--- config.mk ---
export PLATFORM = sky130hd
export DESIGN_NAME = eeg_wram_addr_sched
export DESIGN_NICKNAME = d
export VERILOG_FILES = /design/src/rtl/eeg_wram_addr_sched.sv
export SDC_FILE = /design/constraint.sdc
export NUM_CORES = 1
export LEC_CHECK = 0
export CAP_MARGIN = 30
export CELL_PAD_IN_SITES_DETAIL_PLACEMENT = 0
export CELL_PAD_IN_SITES_GLOBAL_PLACEMENT = 1
export CORE_ASPECT_RATIO = 1.1
export CORE_MARGIN = 2
export CORE_UTILIZATION = 45
export DETAILED_ROUTE_END_ITERATION = 6
export GPL_ROUTABILITY_DRIVEN = 1
export PLACE_DENSITY_LB_ADDON = 0.1
export SLEW_MARGIN = 15
export SYNTH_ARGS = -nofsm -noshare
export SYNTH_HDL_FRONTEND = slang
export SYNTH_SLANG_ARGS = --single-unit
--- constraint.sdc ---
create_clock -name clk -period 9.14 [get_ports clk]
set_input_delay 1.828 -clock clk [delete_from_list [all_inputs] [get_ports clk]]
set_output_delay 1.828 -clock clk [all_outputs]
set_load 0.005 [all_outputs]
--- src/rtl/eeg_wram_addr_sched.sv ---
// WRAM convolution read-pass sequencer: accepts a job, issues CONV to the WRAM, then runs one
// independent read-address stream per masked bank, waits for WRAM idle and pulses DONE.
module eeg_wram_addr_sched #(
  parameter int WRAM_NUM_DW = 4,
  parameter int WRAM_ADD_AW = 13,
  parameter int WRAM_CMD_DW = 5,
  parameter int LEN_DW      = 13,
  parameter int RPT_DW      = 8
) (
  input  logic                               clk,
  input  logic                               rst,
  input  logic                               CFG_VLD,
  output logic                               CFG_RDY,
  input  logic [WRAM_ADD_AW-1:0]             CFG_BASE_ADD,
  input  logic [LEN_DW-1:0]                  CFG_LEN,
  input  logic [RPT_DW-1:0]                  CFG_RPT,
  input  logic [WRAM_NUM_DW-1:0]             CFG_BANK_MSK,
  output logic                               WRAM_CMD_VLD,
  input  logic                               WRAM_CMD_RDY,
  output logic [WRAM_CMD_DW-1:0]             WRAM_CMD,
  output logic [WRAM_NUM_DW-1:0]             WRAM_IDX,
  input  logic                               WRAM_IS_IDLE,
  output logic [WRAM_NUM_DW-1:0]             ADD_VLD,
  output logic [WRAM_NUM_DW-1:0]             ADD_LST,
  input  logic [WRAM_NUM_DW-1:0]             ADD_RDY,
  output logic [WRAM_NUM_DW*WRAM_ADD_AW-1:0] ADD_ADD,
  output logic                               DONE,
  output logic                               IS_IDLE
);

  localparam logic [WRAM_CMD_DW-1:0] CMD_CONV = WRAM_CMD_DW'(5'b00100);

  typedef enum logic [3:0] {
    S_IDLE  = 4'b0001,
    S_CMD   = 4'b0010,
    S_RUN   = 4'b0100,
    S_DRAIN = 4'b1000
  } state_t;

  state_t                  state;
  logic [WRAM_ADD_AW-1:0]  base_q;
  logic [LEN_DW-1:0]       len_m1_q;
  logic [RPT_DW-1:0]       rpt_m1_q;
  logic [WRAM_NUM_DW-1:0]  bank_done_q;
  logic [LEN_DW-1:0]       off_q    [WRAM_NUM_DW];
  logic [RPT_DW-1:0]       pass_q   [WRAM_NUM_DW];
  logic [LEN_DW-1:0]       nxt_off  [WRAM_NUM_DW];
  logic [RPT_DW-1:0]       nxt_pass [WRAM_NUM_DW];
  logic [WRAM_NUM_DW-1:0]  nxt_lst;

  assign CFG_RDY  = (state == S_IDLE);
  assign IS_IDLE  = (state == S_IDLE);
  assign WRAM_CMD = CMD_CONV;

  // Next position of each bank's stream, used only when its current beat transfers.
  // NOTE: every always_comb output gets a default before any condition, so no latch is inferred.
  always_comb begin
    for (int i = 0; i < WRAM_NUM_DW; i++) begin
      nxt_off[i]  = off_q[i] + 1'b1;
      nxt_pass[i] = pass_q[i];
      if (off_q[i] == len_m1_q) begin
        nxt_off[i]  = '0;
        nxt_pass[i] = pass_q[i] + 1'b1;
      end
      nxt_lst[i] = (nxt_off[i] == len_m1_q) && (nxt_pass[i] == rpt_m1_q);
    end
  end

  // NOTE: sequential state uses non-blocking assignments only, so every register samples pre-edge values.
  always_ff @(posedge clk or posedge rst) begin
    if (rst) begin
      state        <= S_IDLE;
      base_q       <= '0;
      len_m1_q     <= '0;
      rpt_m1_q     <= '0;
      bank_done_q  <= '0;
      WRAM_CMD_VLD <= 1'b0;
      WRAM_IDX     <= '0;
      ADD_VLD      <= '0;
      ADD_LST      <= '0;
      ADD_ADD      <= '0;
      DONE         <= 1'b0;
      // NOTE: the per-bank counter arrays are a few flops each, not a RAM, so they take the reset too.
      for (int i = 0; i < WRAM_NUM_DW; i++) begin
        off_q[i]  <= '0;
        pass_q[i] <= '0;
      end
    end else begin
      DONE <= 1'b0;
      unique case (state)
        S_IDLE: begin
          if (CFG_VLD) begin
            base_q   <= CFG_BASE_ADD;
            len_m1_q <= (CFG_LEN == '0) ? '0 : CFG_LEN - 1'b1;
            rpt_m1_q <= (CFG_RPT == '0) ? '0 : CFG_RPT - 1'b1;
            WRAM_IDX <= CFG_BANK_MSK;
            if (CFG_BANK_MSK == '0) begin
              state <= S_DRAIN;
            end else begin
              state        <= S_CMD;
              WRAM_CMD_VLD <= 1'b1;
            end
          end
        end

        S_CMD: begin
          if (WRAM_CMD_RDY) begin
            WRAM_CMD_VLD <= 1'b0;
            state        <= S_RUN;
            bank_done_q  <= ~WRAM_IDX;
            ADD_VLD      <= WRAM_IDX;
            for (int i = 0; i < WRAM_NUM_DW; i++) begin
              off_q[i]  <= '0;
              pass_q[i] <= '0;
              ADD_ADD[i*WRAM_ADD_AW +: WRAM_ADD_AW] <= base_q;
              ADD_LST[i] <= WRAM_IDX[i] && (len_m1_q == '0) && (rpt_m1_q == '0);
            end
          end
        end

        S_RUN: begin
          // Each bank advances only on its own handshake; a stalled bank never holds the others.
          for (int i = 0; i < WRAM_NUM_DW; i++) begin
            if (ADD_VLD[i] && ADD_RDY[i]) begin
              if (ADD_LST[i]) begin
                ADD_VLD[i]     <= 1'b0;
                ADD_LST[i]     <= 1'b0;
                bank_done_q[i] <= 1'b1;
              end else begin
                off_q[i]   <= nxt_off[i];
                pass_q[i]  <= nxt_pass[i];
                ADD_LST[i] <= nxt_lst[i];
                ADD_ADD[i*WRAM_ADD_AW +: WRAM_ADD_AW] <= base_q + WRAM_ADD_AW'(nxt_off[i]);
              end
            end
          end
          if (&bank_done_q) state <= S_DRAIN;
        end

        S_DRAIN: begin
          if (WRAM_IS_IDLE) begin
            DONE  <= 1'b1;
            state <= S_IDLE;
          end
        end

        default: state <= S_IDLE;
      endcase
    end
  end

endmodule

; Word level (Yosys, flattened, before mapping)
; Index checks and enable logic that the tools add are counted.
[op_classes]
addsub = 14
eq_ne = 33
mux = 82
bitwise = 1
reduce_logical = 39
[op_table]
columns = operator, n
row1 = $mux W13, 21
row2 = $pmux W52 S2, 2
row3 = $eq A13 B13 Y1, 8
row4 = $mux W52, 2
row5 = $mux W8, 13
row6 = $pmux W32 S2, 1
row7 = $add A13 B1 Y13 const B, 4
row8 = $add A13 B13 Y13, 4
row9 = $reduce_and A4 Y1, 11
row10 = $ne A2 B2 Y1 const B, 17
row11 = $add A8 B1 Y8 const B, 4
row12 = $eq A8 B8 Y1, 4
row13 = $mux W32, 1
row14 = $mux W4, 8
row15 = $mux W1, 29
row16 = $logic_not A13 Y1, 2
row17 = $pmux W4 S2, 3
row18 = $logic_and A1 B1 Y1, 16
row19 = $logic_not A8 Y1, 2
row20 = $pmux W4 S4, 1
row21 = $sub A13 B1 Y13 const B, 1
row22 = $reduce_and A3 Y1, 4
row23 = $sub A8 B1 Y8 const B, 1
row24 = $eq A4 B1 Y1 const B, 1
row25 = other kinds (8), 9
[totals]
regBits = 192
in_bits = 47
output_inout_bits = 73

; Depth between registers and ports, before layout
; Gate-level depths: netlist (run 1).
[depth]
depth_word = 7
depth_mapped = 21

; Least setup slack after synthesis (run 1)
; Ideal clock, no wire load.
[synth_timing]
kind = flip-flop to flip-flop
from = register len_m1_q[12]
to = register ADD_ADD[50]
arrival_ns = 4.158
required_ns = 9.005
path_slack_ns = 4.847
path_stages_with_launch = 21
path_cell_list = dfrtp_1 > buf_6 > xor2_1 > nor4_4 > and4_1 > buf_6 > buf_2 > buf_1 > nor2_1 > ha_1 > maj3_1 > o22a_1 > or2_2 > a21oi_1 > a221oi_1 > a21oi_1 > maj3_1 > nor3_1 > or3_1 > xnor2_1 > o21ai_0
[synth_via]
elab_chain_len = 6
[synth_lines]
columns = item, line
row1 = from (decl), 42  ; logic [LEN_DW-1:0] len_m1_q;
row2 = from (signal assigned), 94  ; len_m1_q <= (CFG_LEN == '0) ? '0 : CFG_LEN - 1'b1;
row3 = $eq A13 B13 Y1, 61  ; if (off_q[i] == len_m1_q) begin
row4 = $mux W13, 61
row5 = $add A13 B13 Y13, 133  ; ADD_ADD[i*WRAM_ADD_AW +: WRAM_ADD_AW] <= base_q + WRAM_ADD_AW'(nxt_off[i]);
row6 = $mux W13, 125  ; if (ADD_LST[i]) begin
row7 = $mux W13, 124  ; if (ADD_VLD[i] && ADD_RDY[i]) begin
row8 = $pmux W52 S2, 90  ; unique case (state)
row9 = "to (signal, indexed assignment)", 115  ; ADD_ADD[i*WRAM_ADD_AW +: WRAM_ADD_AW] <= base_q;
row10 = "to (signal, indexed assignment)", 133
row11 = to (decl), 26  ; output logic [WRAM_NUM_DW*WRAM_ADD_AW-1:0] ADD_ADD,
; Every way passes these cells. The select of a mux whose other input is x is not followed.
; A chain may end at the register's enable or synchronous reset.

; Worst setup path after layout (run 1)
; Ends and elaborated chain as after synthesis.

==> flow_metrics.tcl, run 1 <==
set metrics [dict create \
    outcome "completed" \
    drtPass1Iterations 5 \
    synth_top_area_share_pct 34.5 \
    maxSlewViolCount 0 \
    clock_latency_ns 0.46 \
    gr-usage-met2_pct 52.8 \
    synth_flop_cell "dfrtp_1" \
    grt_most_used_layer "met2" \
    synth_cell_types 81 \
    finalHoldViolations 0 \
    leakage_uw 0.00679 \
    antenna_left 0 \
    skew_ns 0.0174 \
    num_vias 12746 \
    io-pin-count 120 \
    path_class "flop to flop" \
    hold_ws_ns 0.481 \
    cp-start-kind "flop" \
    synth-seq-area-share_pct 34.7 \
    dpl.cell_count 2148 \
    critical_path.top_delay_family "simple AND/OR/NAND/NOR gates" \
    peakVddDrop_mv 0.181 \
    io_buffers 114 \
    routedWlPerCell_um 23.3 \
    fin_cells 2182 \
    nets 1846 \
    crit_required_ns 9.45 \
    synth_seq_cells 192 \
    syn_avg_cell_area_um2 8.10 \
    cpMaxStageDelayCell "dfrtp_1" \
    wirelength_mm 50.7 \
    post_cts_buffers 0 \
    setup_tns_ns 0 \
    die_y_um 188 \
    max_slew_margin_pct 27.8 \
    dp_slack_ns 4.49 \
    start_util_pct 45.6 \
    fmax_mhz 211 \
    crit_chain "xor2_1, nor4_4, and4_1, nor2_1, ha_1, maj3_1, o22a_1, or2_2, a21oi_1, a221oi_1, a21oi_1, maj3_1, nor3_1, or3_1, xnor2_1, o21ai_0" \
    grt_setup_unrepaired "no" \
    clkSinkCount 192 \
    synth_edf_count 0 \
    gp_congestion 0.965 \
    clock_tree.buffer_depth 2 \
    netlist_area_mm2 0.0138 \
    syn-instance-count 1709 \
    fin_crit_sh_pct 52.0 \
    antenna_found_initial 1 \
    yosys_warnings 0 \
    gr-usage-all-layers_pct 32.1 \
    dieWidth_um 171 \
    viasPerCell 5.84 \
    path_max_fanout 10 \
    antenna_cells 0 \
    hold_class "flop to flop" \
    dp_hpwl_mm 36.2 \
    multi_input_area_mm2 0.00848 \
    cts_made_buffers 17 \
    setup_violations 0 \
    fill_cells 3001 \
    die_area_mm2 0.0322 \
    power_uw 4150 \
    core_mm2 0.0303 \
    cts_root_buffer "clkbuf_16" \
    grt_max_degree 122 \
    worst_slack_ns 4.39 \
    power.density_mw_per_mm2 261 \
    ctsResizeCount 0 \
    register_area_mm2 0.00481 \
    ctsHoldBuffers 0 \
    cpPeakStageDelay_ns 0.82 \
    worst-path-buf-inv 0 \
    grtUsageMet3_pct 5.23 \
    area_delta_synth_final_pct 15.0 \
    synthArstFlopShare_pct 100 \
    grt_pass1_wl_mm 76.4 \
    grt_use_met1_pct 43.2 \
    drv_cap 0 \
    synth_commonest_cells "nand2_1 (295), dfrtp_1 (191), xnor2_1 (162)" \
    synth_largest_area_cell "dfrtp_1" \
    grt_pass1_vias 12096 \
    clkSlewWorstSetupHoldPaths_ns 0.08 \
    min_period_ns 4.75 \
    end_kind "flop" \
    drt-initial-drc-count 1211 \
    cts_tree "built" \
    synth.most_common_cell "nand2_1" \
    rows 67 \
    synth.area.top_cells "dfrtp_1 (35%), xnor2_1 (10%), nand2_1 (8.0%), xor2_1 (6.1%), o21ai_0 (5.3%)" \
    timing_worst_slew_pin_value_ns 1.08 \
    cp_data_arrival_time_ns 5.06 \
    grt-ovfl-total 0 \
    drive_gt1_share_pct 4.98 \
    drc 0 \
    htreeDepth 4 \
]
-- where the power goes --
group | switching, uW | leakage (uW) | internal, uW
registers | 463 | 0.00252 | 1070
clock network | 371 | 0.000300 | 445
logic | 990 | 0.00397 | 813
-- path summary, 6_finish.rpt --
check                      cells past startpoint    startpoint           to  slack, ns
max reg2reg                                   16  len_m1_q[12]  ADD_ADD[50]       4.39
max in group asynchronous                      4           rst  ADD_ADD[39]       6.38
min reg2reg                                    2   ADD_ADD[13]  ADD_ADD[13]       0.48
min in group asynchronous                      2           rst   pass_q[19]       1.77
max                                           16  len_m1_q[12]  ADD_ADD[50]       4.39
min                                            2   ADD_ADD[13]  ADD_ADD[13]       0.48
-- area by class of cell --
cell class                      instances  share of cell area, %
Sequential cell                       192                   30.2
Multi-Input combinational cell       1380                   53.2
Inverter                               18                  0.472
Clock inverter                         13                   1.08
Clock buffer                           19                   2.78
Tap cell                              414                   3.25
Timing Repair Buffer                  146                   8.97
-- stage by stage --
step	util [%]	instance area, um2
after global routing	52.5	15900
after global placement	50.2	15200
after detailed placement	50.3	15300
after CTS	52.3	15900
final	52.5	15900
after floorplan	-	13900
-- logic make-up after synthesis --
kind of cell    count (synthesis)  synth area share, %
other cells                     2               0.0542
simple gates                  691                 23.1
compound gates                361                 16.0
xor+xnor                      258                 16.3
fa+ha+maj                      57                 4.93
mux                             8                0.596
flops                         192                 34.7
buf+inv                       140                 4.24
-- cells in the final DEF (no fill, tap or decap), drive strengths merged, types with 8 or more instances in the layout --
cell type        n
clkdlybuf4s50  114
nor3            35
o31ai           16
nor2           126
nand2          296
clkbuf          19
and2             8
buf             32
dfrtp          191
xnor2          162
inv             23
and3            26
nor4            17
a21oi           72
maj3            13
ha              44
nand3          102
a21o            13
o21a             8
a211oi           8
nand4           25
o21ai          150
xor2            96
or3             11
nand2b          11
a31oi           25
-- worst reg2reg max path, stage by stage, from the launching register on --
cell and delay, ns:
dfrtp_1 0.82, xor2_1 0.21, nor4_4 0.36, and4_1 0.30, nor2_1 0.06, ha_1 0.24, maj3_1 0.37, o22a_1 0.20
or2_2 0.30, a21oi_1 0.17, a221oi_1 0.10, a21oi_1 0.50, maj3_1 0.32, nor3_1 0.05, or3_1 0.35, xnor2_1 0.18
o21ai_0 0.10
-- registers in the layout, indices dropped and copies added (netlist names) --
name,count
ADD_ADD,52
ADD_LST,4
ADD_VLD,4
DONE,1
WRAM_CMD_VLD,1
WRAM_IDX,4
bank_done_q,4
base_q,13
len_m1_q,13
off_q,52
pass_q,32
rpt_m1_q,8
state,4
-- per-layer routing --
metal,routed length (um),up-vias
li1,-,6022
met1,22100,6169
met2,24000,472
met3,3120,81
met4,1500,2
met5,13,-
(Power assumes the default switching activity.)
==> run 2: changes to the inputs <==
- clock period: 9.14 -> 4.4 ns (I/O delays scaled with it)
==> flow_metrics.tcl, run 2 (synthesis results as in run 1) <==
set metrics [dict create \
    outcome "completed" \
    reg2regPathDepth 18 \
    antenna_left 0 \
    cp_data_arrival_time_ns 4.43 \
    power.clock.fraction_pct 20.2 \
    cp-start-kind "flop" \
    setup_tns_ns 0 \
    grt_pass1_vias 12372 \
    dp_slack_ns 0.310 \
    clock_tree.buffer_depth 2 \
    min_path_cells 2 \
    wirelength_mm 51.1 \
    worst_slack_ns 0.353 \
    rr_startpoint "len_m1_q[10]" \
    num_vias 12952 \
    htreeDepth 4 \
    core_mm2 0.0303 \
    grt_max_degree 106 \
    fill_cells 2945 \
    crit_required_ns 4.78 \
    die_area_mm2 0.0322 \
    io-pin-count 120 \
    end_kind "flop" \
    dp_hpwl_mm 37.1 \
    top_regs "ADD_ADD: 52 flops, off_q: 52 flops, pass_q: 32 flops" \
    timing_worst_slew_pin_value_ns 1.07 \
    drc 0 \
    hold_class "flop to flop" \
    seq_power_share_pct 35.6 \
    area_delta_synth_final_pct 17.0 \
    routedWlPerCell_um 23.0 \
    cts_tree "built" \
    power.density_mw_per_mm2 549 \
    io_buffers 114 \
    min_period_ns 4.05 \
    clkSinkCount 192 \
    path_max_fanout 6 \
    finalHoldViolations 0 \
    max_slew_margin_pct 28.6 \
    skew_ns 0.0114 \
    drt-initial-drc-count 1202 \
    power_frac_comb_pct 44.2 \
    leakage_uw 0.00696 \
    clkSlewWorstSetupHoldPaths_ns 0.08 \
    fmax_mhz 247 \
    fin_crit_sh_pct 92.0 \
    final_common_cell "nand2_1" \
    r2r_slack_ns 0.35 \
    rows 67 \
    start_util_pct 45.6 \
    drv_cap 0 \
    path_class "flop to flop" \
    cts_root_buffer "clkbuf_16" \
    hold_start "ADD_ADD[30]" \
    antenna_cells 0 \
    gr-usage-all-layers_pct 32.4 \
    antenna_found_initial 0 \
    r2r-end "ADD_ADD[51]" \
    grt-ovfl-total 0 \
    die_y_um 188 \
    maxSlewViolCount 0 \
    peakVddDrop_mv 0.378 \
    switching_power_uw 3860 \
    post_cts_buffers 0 \
    swShare_pct 43.4 \
    whs_endpoint "ADD_ADD[30]" \
    clock_latency_ns 0.45 \
    drive_gt1_share_pct 6.88 \
    gp_congestion 0.937 \
    viasPerCell 5.84 \
    drtPass1Iterations 6 \
    power.internal_uw 5040 \
    cts_made_buffers 17 \
    grt_setup_unrepaired "no" \
    setup_violations 0 \
    grt_pass1_wl_mm 77.4 \
    nets 1880 \
    final_cell_mix "nand2_1 (294), dfrtp_1 (188), xnor2_1 (162), o21ai_0 (147), nor2_1 (126)" \
    dieWidth_um 171 \
]
[run 2: cell types whose count changed in the layout (fill, tap and decap cells not counted), sizes merged]
cell	previous run	this run
buf	32	66
clkinv	4	5
bufinv	3	5
inv	23	19
clkinvlp	1	2
[run 2: through the flow]
| stage | std cells | hold WS, ns | power, uW | util, % | cell area (um2) |
|---|---|---|---|---|---|
| floorplan | 1712 | 0.464 | 5050 | - | 13900 |
| global placement | 2182 | 0.462 | 7030 | 51.1 | 15500 |
| detailed placement | 2184 | 0.469 | 7070 | 51.2 | 15500 |
| CTS | 2216 | 0.486 | 8880 | 53.4 | 16200 |
| global route | 2216 | 0.501 | 9370 | 53.4 | 16200 |
| finish | 2216 | 0.478 | 8890 | 53.4 | 16200 |
[run 2: worst max-delay path by stage]
| stage | start | end | slack (ns) | cells after the start |
|---|---|---|---|---|
| 2_1_floorplan | len_m1_q[12] | ADD_ADD[50] | 0.11 | 20 |
| 3_3_place_gp | len_m1_q[12] | ADD_ADD[51] | 0.40 | 17 |
| 3_5_place_dp | len_m1_q[12] | ADD_ADD[46] | 0.31 | 17 |
| 4_1_cts | len_m1_q[12] | ADD_ADD[50] | 0.29 | 16 |
| 5_1_grt | len_m1_q[10] | ADD_ADD[46] | 0.02 | 18 |
| 6_report | len_m1_q[10] | ADD_ADD[51] | 0.35 | 18 |
[run 2: per-layer routing]
metal  track usage [%]  part of all wire [%]  up-vias
li1                  -                     -     6120
met1              44.1                    42     6208
met2              50.0                    45      520
met3              5.47                   7.9      104
met4              15.0                   4.9        0
met5                 0                     0        -
[run 2: repair_timing]
action / 4_1_cts / 5_1_grt
gates resized for setup: 0 / 3
setup endpoints to repair: 0 / 3
hold buffers: 0 / 0
[run 2: area by class of cell]
| type | instances | area (um2) | area share (%) |
|---|---|---|---|
| repair buffers | 180 | 1680 | 10.4 |
| clock inverters | 13 | 208 | 1.28 |
| flip-flops and latches | 192 | 4810 | 29.7 |
| clock buffers | 19 | 433 | 2.67 |
| well taps | 414 | 518 | 3.20 |
| inverters | 18 | 71.3 | 0.440 |
| multi-input cells | 1380 | 8480 | 52.4 |
[run 2: power by group through the flow]
stage | Combinational, uW | Sequential [uW] | Clock, uW
6_report | 3930 | 3170 | 1800
3_5_place_dp | 3890 | 3180 | 0
4_1_cts | 3920 | 3150 | 1810
2_1_floorplan | 2500 | 2550 | 0
5_1_grt | 4280 | 3200 | 1880
3_3_place_gp | 3850 | 3180 | 0
[run 2: worst max-delay path, cell delays in order, from the launching register on]
cell and delay [ns]:
dfrtp_1 0.51, buf_4 0.23, xor2_1 0.15, nor4_2 0.24, and4_1 0.27, nor2_1 0.06, ha_1 0.24, ha_1 0.24
a21o_1 0.18, maj3_1 0.36, a21oi_1 0.12, a221oi_1 0.10, o41ai_2 0.09, o211ai_2 0.18, a211o_1 0.30, a21oi_2 0.14
xnor2_1 0.08, or4_1 0.39, nand3_1 0.09
